**src/rtl/id_stage_pipelined.sv**
```systemverilog
// Instruction-decode stage with integrated ID/EX register: decode, bypassed register
// file, condition evaluation, RAW hazard stall and a saturating stall counter.
module id_stage_pipelined #(
  parameter int unsigned WORD_WIDTH     = 32,
  parameter int unsigned REG_ADDR_WIDTH = 4,
  parameter bit          FWD_EN         = 1'b1,
  parameter int unsigned PERF_WIDTH     = 16
) (
  input  logic                      clk,
  input  logic                      rst,
  input  logic                      in_valid,
  output logic                      in_ready,
  input  logic [WORD_WIDTH-1:0]     pc_in,
  input  logic [WORD_WIDTH-1:0]     instr_in,
  input  logic [3:0]                status_reg,
  input  logic                      flush,
  input  logic                      freeze,
  input  logic                      wb_en,
  input  logic [REG_ADDR_WIDTH-1:0] wb_addr,
  input  logic [WORD_WIDTH-1:0]     wb_data,
  input  logic                      ex_wb_en,
  input  logic                      ex_mem_read,
  input  logic [REG_ADDR_WIDTH-1:0] ex_dst,
  input  logic                      mem_wb_en,
  input  logic [REG_ADDR_WIDTH-1:0] mem_dst,
  output logic                      out_valid,
  output logic [WORD_WIDTH-1:0]     out_pc,
  output logic [WORD_WIDTH-1:0]     out_instr,
  output logic [WORD_WIDTH-1:0]     out_val_rn,
  output logic [WORD_WIDTH-1:0]     out_val_rm,
  output logic [REG_ADDR_WIDTH-1:0] out_dst,
  output logic [REG_ADDR_WIDTH-1:0] out_src1,
  output logic [REG_ADDR_WIDTH-1:0] out_src2,
  output logic [3:0]                out_ex_cmd,
  output logic                      out_wb_en,
  output logic                      out_mem_read,
  output logic                      out_mem_write,
  output logic                      out_branch,
  output logic                      out_sr_update,
  output logic                      out_imm,
  output logic [11:0]               out_shift_op,
  output logic [23:0]               out_simm,
  output logic [PERF_WIDTH-1:0]     stall_count
);

  localparam int unsigned NUM_REGS = 2 ** REG_ADDR_WIDTH;

  logic [3:0] cond;
  logic [1:0] mode;
  logic       i_bit;
  logic [3:0] opcode;
  logic       s_bit;

  assign cond   = instr_in[31:28];
  assign mode   = instr_in[27:26];
  assign i_bit  = instr_in[25];
  assign opcode = instr_in[24:21];
  assign s_bit  = instr_in[20];

  // Raw control decode, before the condition check
  logic [3:0] d_ex_cmd;
  logic       d_wb_en, d_mem_read, d_mem_write, d_branch, d_sr_update;

  always_comb begin
    d_ex_cmd    = 4'b0000;
    d_wb_en     = 1'b0;
    d_mem_read  = 1'b0;
    d_mem_write = 1'b0;
    d_branch    = 1'b0;
    d_sr_update = 1'b0;
    case (mode)
      2'b00: begin
        d_ex_cmd    = opcode;
        d_sr_update = s_bit;
        d_wb_en     = !(opcode == 4'b1000 || opcode == 4'b1010);
      end
      2'b01: begin
        d_ex_cmd = 4'b0010;
        if (s_bit) begin
          d_mem_read = 1'b1;
          d_wb_en    = 1'b1;
        end else begin
          d_mem_write = 1'b1;
        end
      end
      2'b10:   d_branch = 1'b1;
      default: ;
    endcase
  end

  // Condition evaluation against {N,Z,C,V}
  logic flag_n, flag_z, flag_c, flag_v, cond_pass;
  assign {flag_n, flag_z, flag_c, flag_v} = status_reg;

  always_comb begin
    cond_pass = 1'b0;
    case (cond)
      4'b0000: cond_pass = flag_z;
      4'b0001: cond_pass = !flag_z;
      4'b0010: cond_pass = flag_c;
      4'b0011: cond_pass = !flag_c;
      4'b0100: cond_pass = flag_n;
      4'b0101: cond_pass = !flag_n;
      4'b0110: cond_pass = flag_v;
      4'b0111: cond_pass = !flag_v;
      4'b1000: cond_pass = flag_c && !flag_z;
      4'b1001: cond_pass = !flag_c || flag_z;
      4'b1010: cond_pass = (flag_n == flag_v);
      4'b1011: cond_pass = (flag_n != flag_v);
      4'b1100: cond_pass = !flag_z && (flag_n == flag_v);
      4'b1101: cond_pass = flag_z || (flag_n != flag_v);
      4'b1110: cond_pass = 1'b1;
      default: cond_pass = 1'b0;
    endcase
  end

  logic [REG_ADDR_WIDTH-1:0] src1, src2, dst;
  logic                      has_src1, has_src2;

  assign src1     = REG_ADDR_WIDTH'(instr_in[19:16]);
  assign dst      = REG_ADDR_WIDTH'(instr_in[15:12]);
  assign src2     = d_mem_write ? dst : REG_ADDR_WIDTH'(instr_in[3:0]);
  assign has_src1 = !d_branch;
  assign has_src2 = (!i_bit || d_mem_write) && !d_branch;

  // Register file, write-first bypass on both read ports
  logic [WORD_WIDTH-1:0] regs [NUM_REGS];
  logic [WORD_WIDTH-1:0] val_rn, val_rm;

  always_ff @(posedge clk or negedge rst) begin
    if (!rst) begin
      for (int unsigned i = 0; i < NUM_REGS; i++) regs[i] <= '0;
    end else if (wb_en) begin
      regs[wb_addr] <= wb_data;
    end
  end

  assign val_rn = (wb_en && wb_addr == src1) ? wb_data : regs[src1];
  assign val_rm = (wb_en && wb_addr == src2) ? wb_data : regs[src2];

  // RAW hazard against in-flight EX/MEM destinations
  logic ex_hit, mem_hit, hazard;

  assign ex_hit  = ex_wb_en && ((has_src1 && src1 == ex_dst) || (has_src2 && src2 == ex_dst));
  assign mem_hit = mem_wb_en && ((has_src1 && src1 == mem_dst) || (has_src2 && src2 == mem_dst));
  assign hazard  = in_valid && (FWD_EN ? (ex_hit && ex_mem_read) : (ex_hit || mem_hit));
  assign in_ready = !freeze && !hazard && !flush;

  logic issue;
  assign issue = in_valid && cond_pass;

  // ID/EX register: flush > freeze > hazard bubble > load
  always_ff @(posedge clk or negedge rst) begin
    if (!rst) begin
      out_valid     <= 1'b0;
      out_pc        <= '0;
      out_instr     <= '0;
      out_val_rn    <= '0;
      out_val_rm    <= '0;
      out_dst       <= '0;
      out_src1      <= '0;
      out_src2      <= '0;
      out_ex_cmd    <= 4'b0000;
      out_wb_en     <= 1'b0;
      out_mem_read  <= 1'b0;
      out_mem_write <= 1'b0;
      out_branch    <= 1'b0;
      out_sr_update <= 1'b0;
      out_imm       <= 1'b0;
      out_shift_op  <= 12'h000;
      out_simm      <= 24'h000000;
      stall_count   <= '0;
    end else if (flush || (!freeze && hazard)) begin
      out_valid     <= 1'b0;
      out_ex_cmd    <= 4'b0000;
      out_wb_en     <= 1'b0;
      out_mem_read  <= 1'b0;
      out_mem_write <= 1'b0;
      out_branch    <= 1'b0;
      out_sr_update <= 1'b0;
      out_imm       <= 1'b0;
      if (!flush && stall_count != '1) stall_count <= stall_count + PERF_WIDTH'(1);
    end else if (!freeze) begin
      out_valid     <= in_valid;
      out_pc        <= pc_in;
      out_instr     <= instr_in;
      out_val_rn    <= val_rn;
      out_val_rm    <= val_rm;
      out_dst       <= dst;
      out_src1      <= src1;
      out_src2      <= src2;
      out_ex_cmd    <= issue ? d_ex_cmd : 4'b0000;
      out_wb_en     <= issue && d_wb_en;
      out_mem_read  <= issue && d_mem_read;
      out_mem_write <= issue && d_mem_write;
      out_branch    <= issue && d_branch;
      out_sr_update <= issue && d_sr_update;
      out_imm       <= in_valid && i_bit;
      out_shift_op  <= instr_in[11:0];
      out_simm      <= instr_in[23:0];
    end
  end

endmodule
```
**config.mk**
```make
export PLATFORM = sky130hd
export DESIGN_NAME = id_stage_pipelined
export DESIGN_NICKNAME = d
export VERILOG_FILES = /design/src/rtl/id_stage_pipelined.sv
export SDC_FILE = /design/constraint.sdc
export NUM_CORES = 1
export LEC_CHECK = 0
export BUFFER_PORTS_ARGS = -buffer_cell sky130_fd_sc_hd__clkbuf_2
export CAP_MARGIN = 20
export CORE_MARGIN = 4
export CORE_UTILIZATION = 47
export CTS_CLUSTER_SIZE = 20
export DETAILED_ROUTE_END_ITERATION = 10
export PLACE_DENSITY = 0.65
export SLEW_MARGIN = 20
export SYNTH_ARGS = -nofsm -noshare
export SYNTH_HDL_FRONTEND = slang
export SYNTH_SLANG_ARGS = --single-unit
```
**constraint.sdc**
```tcl
create_clock -name clk -period 3.24 [get_ports clk]
set_clock_uncertainty 0.05 [all_clocks]
set_input_delay 0.486 -clock clk [delete_from_list [all_inputs] [get_ports clk]]
set_output_delay 0.486 -clock clk [all_outputs]
set_load 0.03 [all_outputs]
```
* Word-level counts from Yosys, hierarchy flattened
Index checks and enable logic that the tools add are counted.
** Storage, ports and cells
- Word-level logic and storage cells :: 150
- Output and inout bits :: 204
- Register bits after elaboration :: 715
- Bits of input ports :: 121
** Cells by class
- Equality and inequality tests :: 26
- Reductions and logical operators :: 42
- Multiplexer cells :: 38
- $lt $le $gt $ge :: 4
- Bitwise operators :: 5
- $add $sub $neg :: 1
** Operators by type and width (count)
- bitwise mux 512 bit :: 1
- binary-select mux 32 bit (select 4 bit) :: 2
- two-way mux 32 bit :: 7
- demux 32 bit (select 4 bit) :: 1
- equality test 4 bit, second input constant :: 9
- logical AND 1 bit :: 22
- two-way mux 1 bit :: 20
- adder 16 x 1 -> 16 bit, second input constant :: 1
- equality test 4 x 3 -> 1 bit, second input constant :: 4
- equality test 4 bit :: 4
- two-way mux 4 bit :: 4
- != test 16 bit, second input constant :: 1
- greater-or-equal comparator 5 bit, second input constant :: 3
- inverter 4 -> 5 bit :: 3
- one-hot mux 1 bit (15 select lines) :: 1
- logical NOT 1 bit :: 10
- equality test 4 x 2 -> 1 bit, second input constant :: 2
- one-hot mux 4 bit (2 select lines) :: 1
- logical OR 1 bit :: 6
- < comparator 5 x 1 -> 1 bit, second input constant :: 1
- equality test 4 x 1 -> 1 bit, second input constant :: 1
- logical NOT 4 bit :: 1
- AND reduction 2 bit :: 2
- equality test 2 x 1 -> 1 bit, second input constant :: 1
- other kinds (7) :: 8

* Longest topological paths before layout
Gate-level depths: netlist of run 1.
- Word-level depth :: 13
- Mapped depth :: 11
- Depth with buffers taken out :: 6

* Least setup slack after synthesis of run 1
Ideal clock, no wire load.
- Path type :: input -> output
- Start :: input port instr_in[26]
- End :: output port in_ready
- Data required time :: 2.704 ns
- Stages :: 10
- Path buffers :: 5
- Data arrival time :: 2.404 ns
- Path slack :: 0.300 ns
- Path through :: buf_4 > nor3b_4 > buf_2 > o311a_1 > a2111oi_4 > a31o_2 > buf_6 > buf_6 > buf_2 > inv_1
** Between the ends
- Word-level cells in the longest chain between the ends :: 12
- Elaborated cells on any way between the ends :: 18
- Those cells by class :: 3 x eq/ne; 3 x mux; 12 x reduce/logical
** Ends and longest elaborated chain
- start, declared :: RTL line 14 : input logic [WORD_WIDTH-1:0] instr_in,
- equality test 2 x 1 -> 1 bit / equality test 2 bit (equally long branches) :: RTL line 71 : case (mode)
- two-way mux 1 bit :: RTL line 71
- two-way mux 4 bit (tied with other cells) :: RTL line 122 : assign src2 = d_mem_write ? dst : REG_ADDR_WIDTH'(instr_in[3:0]);
- equality test 4 bit / logical AND 1 bit (equally long branches) :: RTL line 144, 124
- logical AND 1 bit :: RTL line 144 : assign ex_hit = ex_wb_en && ((has_src1 && src1 == ex_dst) || (has_src2 && src2 == ex_dst));
- logical OR 1 bit * :: RTL line 144
- logical AND 1 bit * :: RTL line 144
- logical AND 1 bit * (2 in a row) :: RTL line 146 : assign hazard = in_valid && (FWD_EN ? (ex_hit && ex_mem_read) : (ex_hit || mem_hit));
- logical NOT 1 bit * :: RTL line 147 : assign in_ready = !freeze && !hazard && !flush;
- logical AND 1 bit * (2 in a row) :: RTL line 147
- end, declared :: RTL line 12 : output logic in_ready,
Mark *: on every way between the ends. The rest lies on a longest branch, timed or not.

* Worst setup path in the final report of run 1
- Start :: input port instr_in[20]
- End :: output port in_ready
** Between the ends
- Word-level cells in the longest chain between the ends :: 12
- Elaborated cells on any way between the ends :: 14
- Those cells by class :: 1 x eq/ne; 3 x mux; 10 x reduce/logical
** Ends and longest elaborated chain
- two-way mux 1 bit * :: RTL line 79 : if (s_bit) begin
- two-way mux 1 bit * :: RTL line 71
- two-way mux 4 bit / logical OR 1 bit (equally long branches) :: RTL line 122, 124
- equality test 4 bit / logical AND 1 bit (equally long branches) :: RTL line 144, 124
- logical AND 1 bit * :: RTL line 144
- logical OR 1 bit * :: RTL line 144
- logical AND 1 bit * :: RTL line 144
- logical AND 1 bit * (2 in a row) :: RTL line 146
- logical NOT 1 bit * :: RTL line 147
- logical AND 1 bit * (2 in a row) :: RTL line 147
Marked as above.

==> results of run 1 <==
report_power, final:
part	internal (µW)	switching (µW)	total (µW)
clock network	5180	3500	8680
registers	10200	1450	11700
logic	3410	3370	6770
through the flow:
stage	worst slack [ns]	power, µW	hold WS [ns]	cell area (µm²)
2_1_floorplan	0.300	16300	0.140	36200
3_3_place_gp	-0.0676	18200	0.417	39200
3_5_place_dp	-0.0751	18600	0.420	39200
4_1_cts	0.103	27300	0.0303	41700
5_1_grt	0.0188	28400	0.0451	41700
6_report	0.147	27100	0.0570	41700
sequential cells by signal (all words and copies together) (netlist names):
register,count
regs,512
out_instr,32
out_pc,32
out_val_rm,32
out_val_rn,32
stall_count,16
out_ex_cmd,4
out_src2,4
out_branch,1
out_imm,1
out_mem_read,1
out_mem_write,1
out_sr_update,1
out_valid,1
out_wb_en,1
layout by cell type, fill, tap and decap left out, drive strengths merged, types with 51 or more instances in the layout:
cell       n
buf      125
mux4     193
o211ai    99
dfrtp    671
nor2      51
nand2    187
o211a     97
mux2     571
clkbuf   429
o2bb2ai   97
mux2i    133
layer usage:
layer | share of wire | routed length (µm)
met4 | 0.027 | 2990
met5 | 0.00023 | 26
met2 | 0.47 | 52900
met3 | 0.070 | 7840
met1 | 0.43 | 47800
layout make-up:
type                    count  area, µm²
diodes                      3       7.51
repair buffers            441       3080
well taps                1030       1290
clock buffers             114       2290
clock inverters            19        210
multi-input cells        1731      18000
flip-flops and latches    671      16800
inverters                  12       46.3
fillers                  6248      34400
logic make-up after synthesis:
family	after synthesis
AO/OA/AOI/OAI	495
XOR/XNOR	28
adder cells (fa/ha/maj)	1
buffers and inverters	335
flip-flops	671
multiplexers	897
AND/OR/NAND/NOR	310
final timing paths:
| kind | end | start | slack, ns | cells past startpoint |
|---|---|---|---|---|
| max | in_ready | instr_in[20] | 0.15 | 10 |
| min | out_pc[10]$_DFFE_PN0P_ | pc_in[10] | 0.06 | 2 |
| max reg2reg | stall_count[1]$_DFFE_PN0P_ | stall_count[0]$_DFFE_PN0P_ | 1.04 | 6 |
| min reg2reg | out_val_rn[24]$_DFFE_PN0P_ | out_val_rn[24]$_DFFE_PN0P_ | 0.43 | 2 |
| max in group asynchronous | regs[16]$_DFFE_PN0P_ | rst | 1.55 | 3 |
| min in group asynchronous | stall_count[14]$_DFFE_PN0P_ | rst | 0.39 | 2 |
what timing repair did:
action,in CTS,in global routing
endpoints found under the setup margin,0,1
hold buffers,1,0
buffers inserted,0,1
hold endpoints to repair,45,0
==> metrics.md, run 1 <==
| Metric | Value |
|---|---|
| Clock sinks | `671` |
| Final std cells w/o fill | `4021` |
| Cells after DPL | `3883` |
| YS warnings | `0` |
| Nets | `3053` |
| DR pass1 iterations | `5` |
| Crit path largest cell delay | `0.41 ns` |
| XOR/XNOR Fraction of Synth Area | `0.00678` |
| Vias in the first global route | `26940` |
| Synthesis-stage register bit count | `671` |
| Power density over cell area | `651 nW/µm²` |
| Slew margin rel. | `0.405` |
| GRT overflow | `0` |
| Met3 GRT Util | `0.0470` |
| Static Leak | `0.0186 µW` |
| Area Overhead vs Synth | `15.3%` |
| CTS max path bufs | `3` |
| Most used standard cell by instance count after synthesis | `dfrtp_1` |
| Antenna violations before repair | `4` |
| CP Data Required Time | `2.70 ns` |
| Syn nets | `2859` |
| I/O Pins | `325` |
| Crit-path leading delay family | `buffers and inverters` |
| Rows | `101` |
| Worst Tran Pin Value | `0.893 ns` |
| Slowest-stage cell, CP | `nor3b_4` |
| Cell count after synthesis | `2737` |
| DRT iter0 DRCs | `2486` |
| First-pass GRT wire length | `171000 µm` |
| Critical Path AT | `2.56 ns` |
| Total wire length | `112000 µm` |
| Antenna-violating nets left | `0` |
| CTS buffer count | `74` |
| Slew Limit Fails | `0` |
| Die area | `81500 µm²` |
| EDFF count, synth | `0` |
| CTS tree | `yes` |
| Global-route usage over all layers | `0.271` |
| Mux cell area share after synthesis | `0.335` |
| PortBufs | `319` |
| Compound-Gate Fraction of Synth Area | `0.113` |
| Setup_tns | `0 ns` |
| Yosys top cell by area | `dfrtp_1` |
| Synth async-reset ratio | `1.00` |
| Netlist cell types | `61` |
| Clk Latency, worst-skew pair | `0.62 ns` |
| Placer Congestion | `0.857` |
| Max frequency | `323 MHz` |
| Final Hold Vio Count | `0` |
| Final setup violation count | `0` |
| Vias per inst | `6.47` |
| Crit Path Max Fanout | `18` |
| Post-synth top area share | `0.464` |
| Die height | `285 µm` |
| Max-cap violations | `0` |
| Initial core utilization | `0.476` |
| Largest family of logic cells by synthesized area | `multiplexers` |
| Top_reg_cell synth | `dfrtp_1` |
| Final Cycle Share | `0.954` |
| Fin crit period | `3.09 ns` |
| Netlist Area Pre-Place | `36200 µm²` |
| Grt met1 use | `0.382` |
| Core ar. | `76100 µm²` |
| Htree depth | `3` |
| Vias | `26023` |
| Reg clk slew, reported paths | `0.06 ns` |
| Root buffer cell | `clkbuf_16` |
| Largest net degree at the start of global routing | `109` |
| Seq/Total Area, Yosys | `0.464` |
| Synth area leaders | `dfrtp_1 (46%), mux2_2 (18%), mux4_2 (12%)` |
| VDD IR max | `354 µV` |
| Avg Synthesized Cell Area | `13.2 µm²` |
| Post-synthesis adder-cell area fraction | `0.000346` |
| WL/cell | `27.7 µm` |
| Post-DP HPWL | `68400 µm` |
| Share of layout cells above drive strength 1 | `0.452` |
| Status | `finished clean` |
| M2 GR Usage | `0.432` |
| CTS resizes | `0` |
| Simple-gate area share of the yosys netlist | `0.0377` |
| Crit. End Element | `output port` |
| Critical path, cell by cell | `clkbuf_2, nor3b_4, buf_12, mux2i_1, buf_4, xor2_1, a31o_4, buf_12, inv_1, clkbuf_2` |
| GR peak layer | `met2` |
| Die Span X | `285 µm` |
| Unrepaired setup endpoints after global routing | `no` |
| CP bufs+invs | `6` |
| DRC Markers | `0` |
| HP Class | `input pin to flop` |
| Startpoint Class | `input pin` |
| Post-synth top cells | `dfrtp_1 (671), mux2_2 (571), mux4_2 (193), nand2_1 (187), clkbuf_1 (180)` |
| Finished Core Util | `0.548` |
| Worst Setup Path Type | `input pin to output port` |
(Power assumes the default switching activity.)
==> run 2: changes to the inputs <==
Settings changed: CORE_MARGIN 4 to 8, CTS_BUF_LIST set to sky130_fd_sc_hd__clkbuf_4 sky130_fd_sc_hd__clkbuf_8 sky130_fd_sc_hd__clkbuf_16.
==> run 2 against run 1 <==
Net effect: die area increased by 5.7%; setup slack better by 0.081 ns; sequential power is essentially flat; critical path type unchanged; count of clock-buffer cells in the layout fell by 4.
==> metrics.md, run 2 (same netlist as run 1, synthesis figures left out) <==
| Metric | Value |
|---|---|
| DRC Markers | `0 (unchanged)` |
| CTS tree | `yes` |
| HP Class | `input pin to flop` |
| Met3 GRT Util | `0.0438 (-0.00316)` |
| Most frequent cells in the layout | `dfrtp_1 (671), mux2_2 (570), clkbuf_2 (314), mux4_2 (193), nand2_1 (186)` |
| PortBufs | `319 (unchanged)` |
| Die Span X | `293 µm (+2.8%)` |
| Clk Latency, worst-skew pair | `0.63 ns (about the same)` |
| CTS buffer count | `76 (+2.7%)` |
| Worst Tran Pin Value | `1.06 ns (+0.170 ns)` |
| Power density over cell area | `654 nW/µm² (+0.47%)` |
| # fillers | `6255 (+0.11%)` |
| Core ar. | `76100 µm² (unchanged)` |
| GRT overflow | `0 (unchanged)` |
| Max frequency | `332 MHz (+2.7%)` |
| Slew margin rel. | `0.292 (-0.113)` |
| Htree depth | `3 (unchanged)` |
| CP Data Required Time | `2.70 ns (about the same)` |
| Total wire length | `111000 µm (-0.56%)` |
| Max FFs per register | `512 (unchanged)` |
| Slew Limit Fails | `0 (unchanged)` |
| First-pass GRT wire length | `171000 µm (-0.17%)` |
| I/O Pins | `325 (unchanged)` |
| Root buffer cell | `clkbuf_16` |
| Top reg by flops | `regs` |
| M2 GR Usage | `0.402 (-0.0304)` |
| Net load switching power | `8370 µW (+0.61%)` |
| Fin crit period | `3.01 ns (-0.0805 ns)` |
| Critical Path AT | `2.48 ns (-0.08 ns)` |
| Int Pwr | `19100 µW (+1.7%)` |
| Multi-input gate area | `18000 µm² (unchanged)` |
| Setup_tns | `0 ns (unchanged)` |
| Antenna-violating nets left | `0 (unchanged)` |
| Clock sinks | `671 (unchanged)` |
| Area Overhead vs Synth | `16.3%` |
| Worst Setup Path Type | `input pin to output port` |
| Placer Congestion | `0.839 (-2.1%)` |
| Switching share of total power | `0.304 (-0.00219)` |
| Nets | `3071 (+0.59%)` |
| Comb pwr share | `0.248 (-0.002)` |
| FF+latch area | `16800 µm² (unchanged)` |
| Static Leak | `0.0188 µW (+1.2%)` |
| Vias per inst | `6.42 (-0.83%)` |
| Rows | `101 (unchanged)` |
| Share of layout cells above drive strength 1 | `0.462 (+0.00983)` |
| Clock power frac | `0.327 (+0.007)` |
| Crit Path Max Fanout | `7 (-11)` |
| DR pass1 iterations | `5 (unchanged)` |
| Die height | `293 µm (+2.8%)` |
| Global-route usage over all layers | `0.254 (-0.0170)` |
| Largest net degree at the start of global routing | `112 (+2.8%)` |
| Max-cap violations | `0 (unchanged)` |
| Status | `finished clean` |
| VDD IR max | `417 µV (+18%)` |
| Die area | `86100 µm² (+5.7%)` |
| Initial core utilization | `0.476 (unchanged)` |
| Unrepaired setup endpoints after global routing | `no` |
| Antenna violations before repair | `2 (-2)` |
| Startpoint Class | `input pin` |
| Seq pwr share | `0.425 (-0.006)` |
| Number of setup buffers added after CTS | `0 (unchanged)` |
| GR peak layer | `met2` |
| Reg clk slew, reported paths | `0.06 ns (about the same)` |
| Worst setup margin | `0.228 ns (+0.0805 ns)` |
| Grt met1 use | `0.354 (-0.0275)` |
| Finished Core Util | `0.553 (+0.00470)` |
| Final setup violation count | `0 (unchanged)` |
| Crit. End Element | `output port` |
| DP Worst Slack | `-0.0842 ns (-0.00912 ns)` |
| Post-DP HPWL | `70000 µm (+2.3%)` |
| Commonest non-fill, non-tap cell in the layout | `dfrtp_1` |
| CTS max path bufs | `3 (unchanged)` |
| WL/cell | `27.4 µm (-1.1%)` |
| Final Cycle Share | `0.930 (-0.0248)` |
| DRT iter0 DRCs | `2333 (-6.2%)` |
| Vias in the first global route | `27085 (+0.54%)` |
| Vias | `25942 (-0.31%)` |
| Final Hold Vio Count | `0 (unchanged)` |
==> run 2: changes by cell type in the layout (fill, tap and decap cells not counted) <==
cell / change
clkinvlp_4: -2
clkinv_8: +2
clkbuf_8: +4
buf_12: +6
clkbuf_1: -17
diode_2: -2
bufinv_16: +1
buf_4: +10
clkinv_2: +7
clkbuf_4: +9
inv_6: +1
clkinv_4: +2
==> run 2: metrics by stage <==
stage / cell area [µm²] / instances / hold WS, ns / power, µW
6_report: 42100 / 4042 / 0.0456 / 27500
5_1_grt: 42100 / 4042 / 0.0370 / 28800
4_1_cts: 42100 / 4041 / 0.0157 / 27700
3_5_place_dp: 39400 / 3900 / 0.416 / 18600
3_3_place_gp: 39400 / 3900 / 0.414 / 18200
2_1_floorplan: 36200 / 2737 / 0.140 / 16300
==> run 2: power by group through the flow <==
stage | clock network (µW) | registers (µW) | logic, µW
after CTS | 9170 | 11600 | 6880
after global placement | 0 | 11600 | 6660
after floorplan | 0 | 12000 | 4280
final | 9010 | 11700 | 6820
after detailed placement | 0 | 11800 | 6850
after global routing | 9530 | 11900 | 7310
==> run 2: metal layers <==
layer	wire, µm	up-vias
met4	3310	2
li1	-	10930
met2	52100	1086
met3	7930	223
met1	47600	13701
met5	11	-
==> run 2: final timing paths <==
kind	startpoint	to	cells past startpoint	slack, ns
max	instr_in[20]	in_ready	8	0.23
min	pc_in[29]	out_pc[29]$_DFFE_PN0P_	2	0.05
max reg2reg	stall_count[0]$_DFFE_PN0P_	stall_count[1]$_DFFE_PN0P_	6	1.01
min reg2reg	out_val_rm[21]$_DFFE_PN0P_	out_val_rm[21]$_DFFE_PN0P_	2	0.43
max in group asynchronous	rst	regs[273]$_DFFE_PN0P_	3	1.66
min in group asynchronous	rst	out_instr[26]$_DFFE_PN0P_	2	0.38
==> run 2: layout make-up <==
class                      instances  area share
multi-input combinational       1731       0.428
timing repair buffer             457      0.0778
antenna                            1   0.0000595
clock buffer                     110      0.0558
clock inverter                    30     0.00758
sequential                       671       0.399
inverter                          12     0.00110
tap                             1030      0.0306
==> run 2: timing repair <==
item | in CTS | in global routing
hold buffers | 1 | 0
endpoints found under the hold margin | 60 | 0
resized for setup | 0 | 0
==> run 2: worst max-delay path, stage by stage <==
cell and delay [ns]:
clkbuf_2 0.17, nor3b_4 0.29, buf_4 0.26, mux2i_1 0.39
xor2_1 0.26, a31o_4 0.35, inv_1 0.07, clkbuf_2 0.19
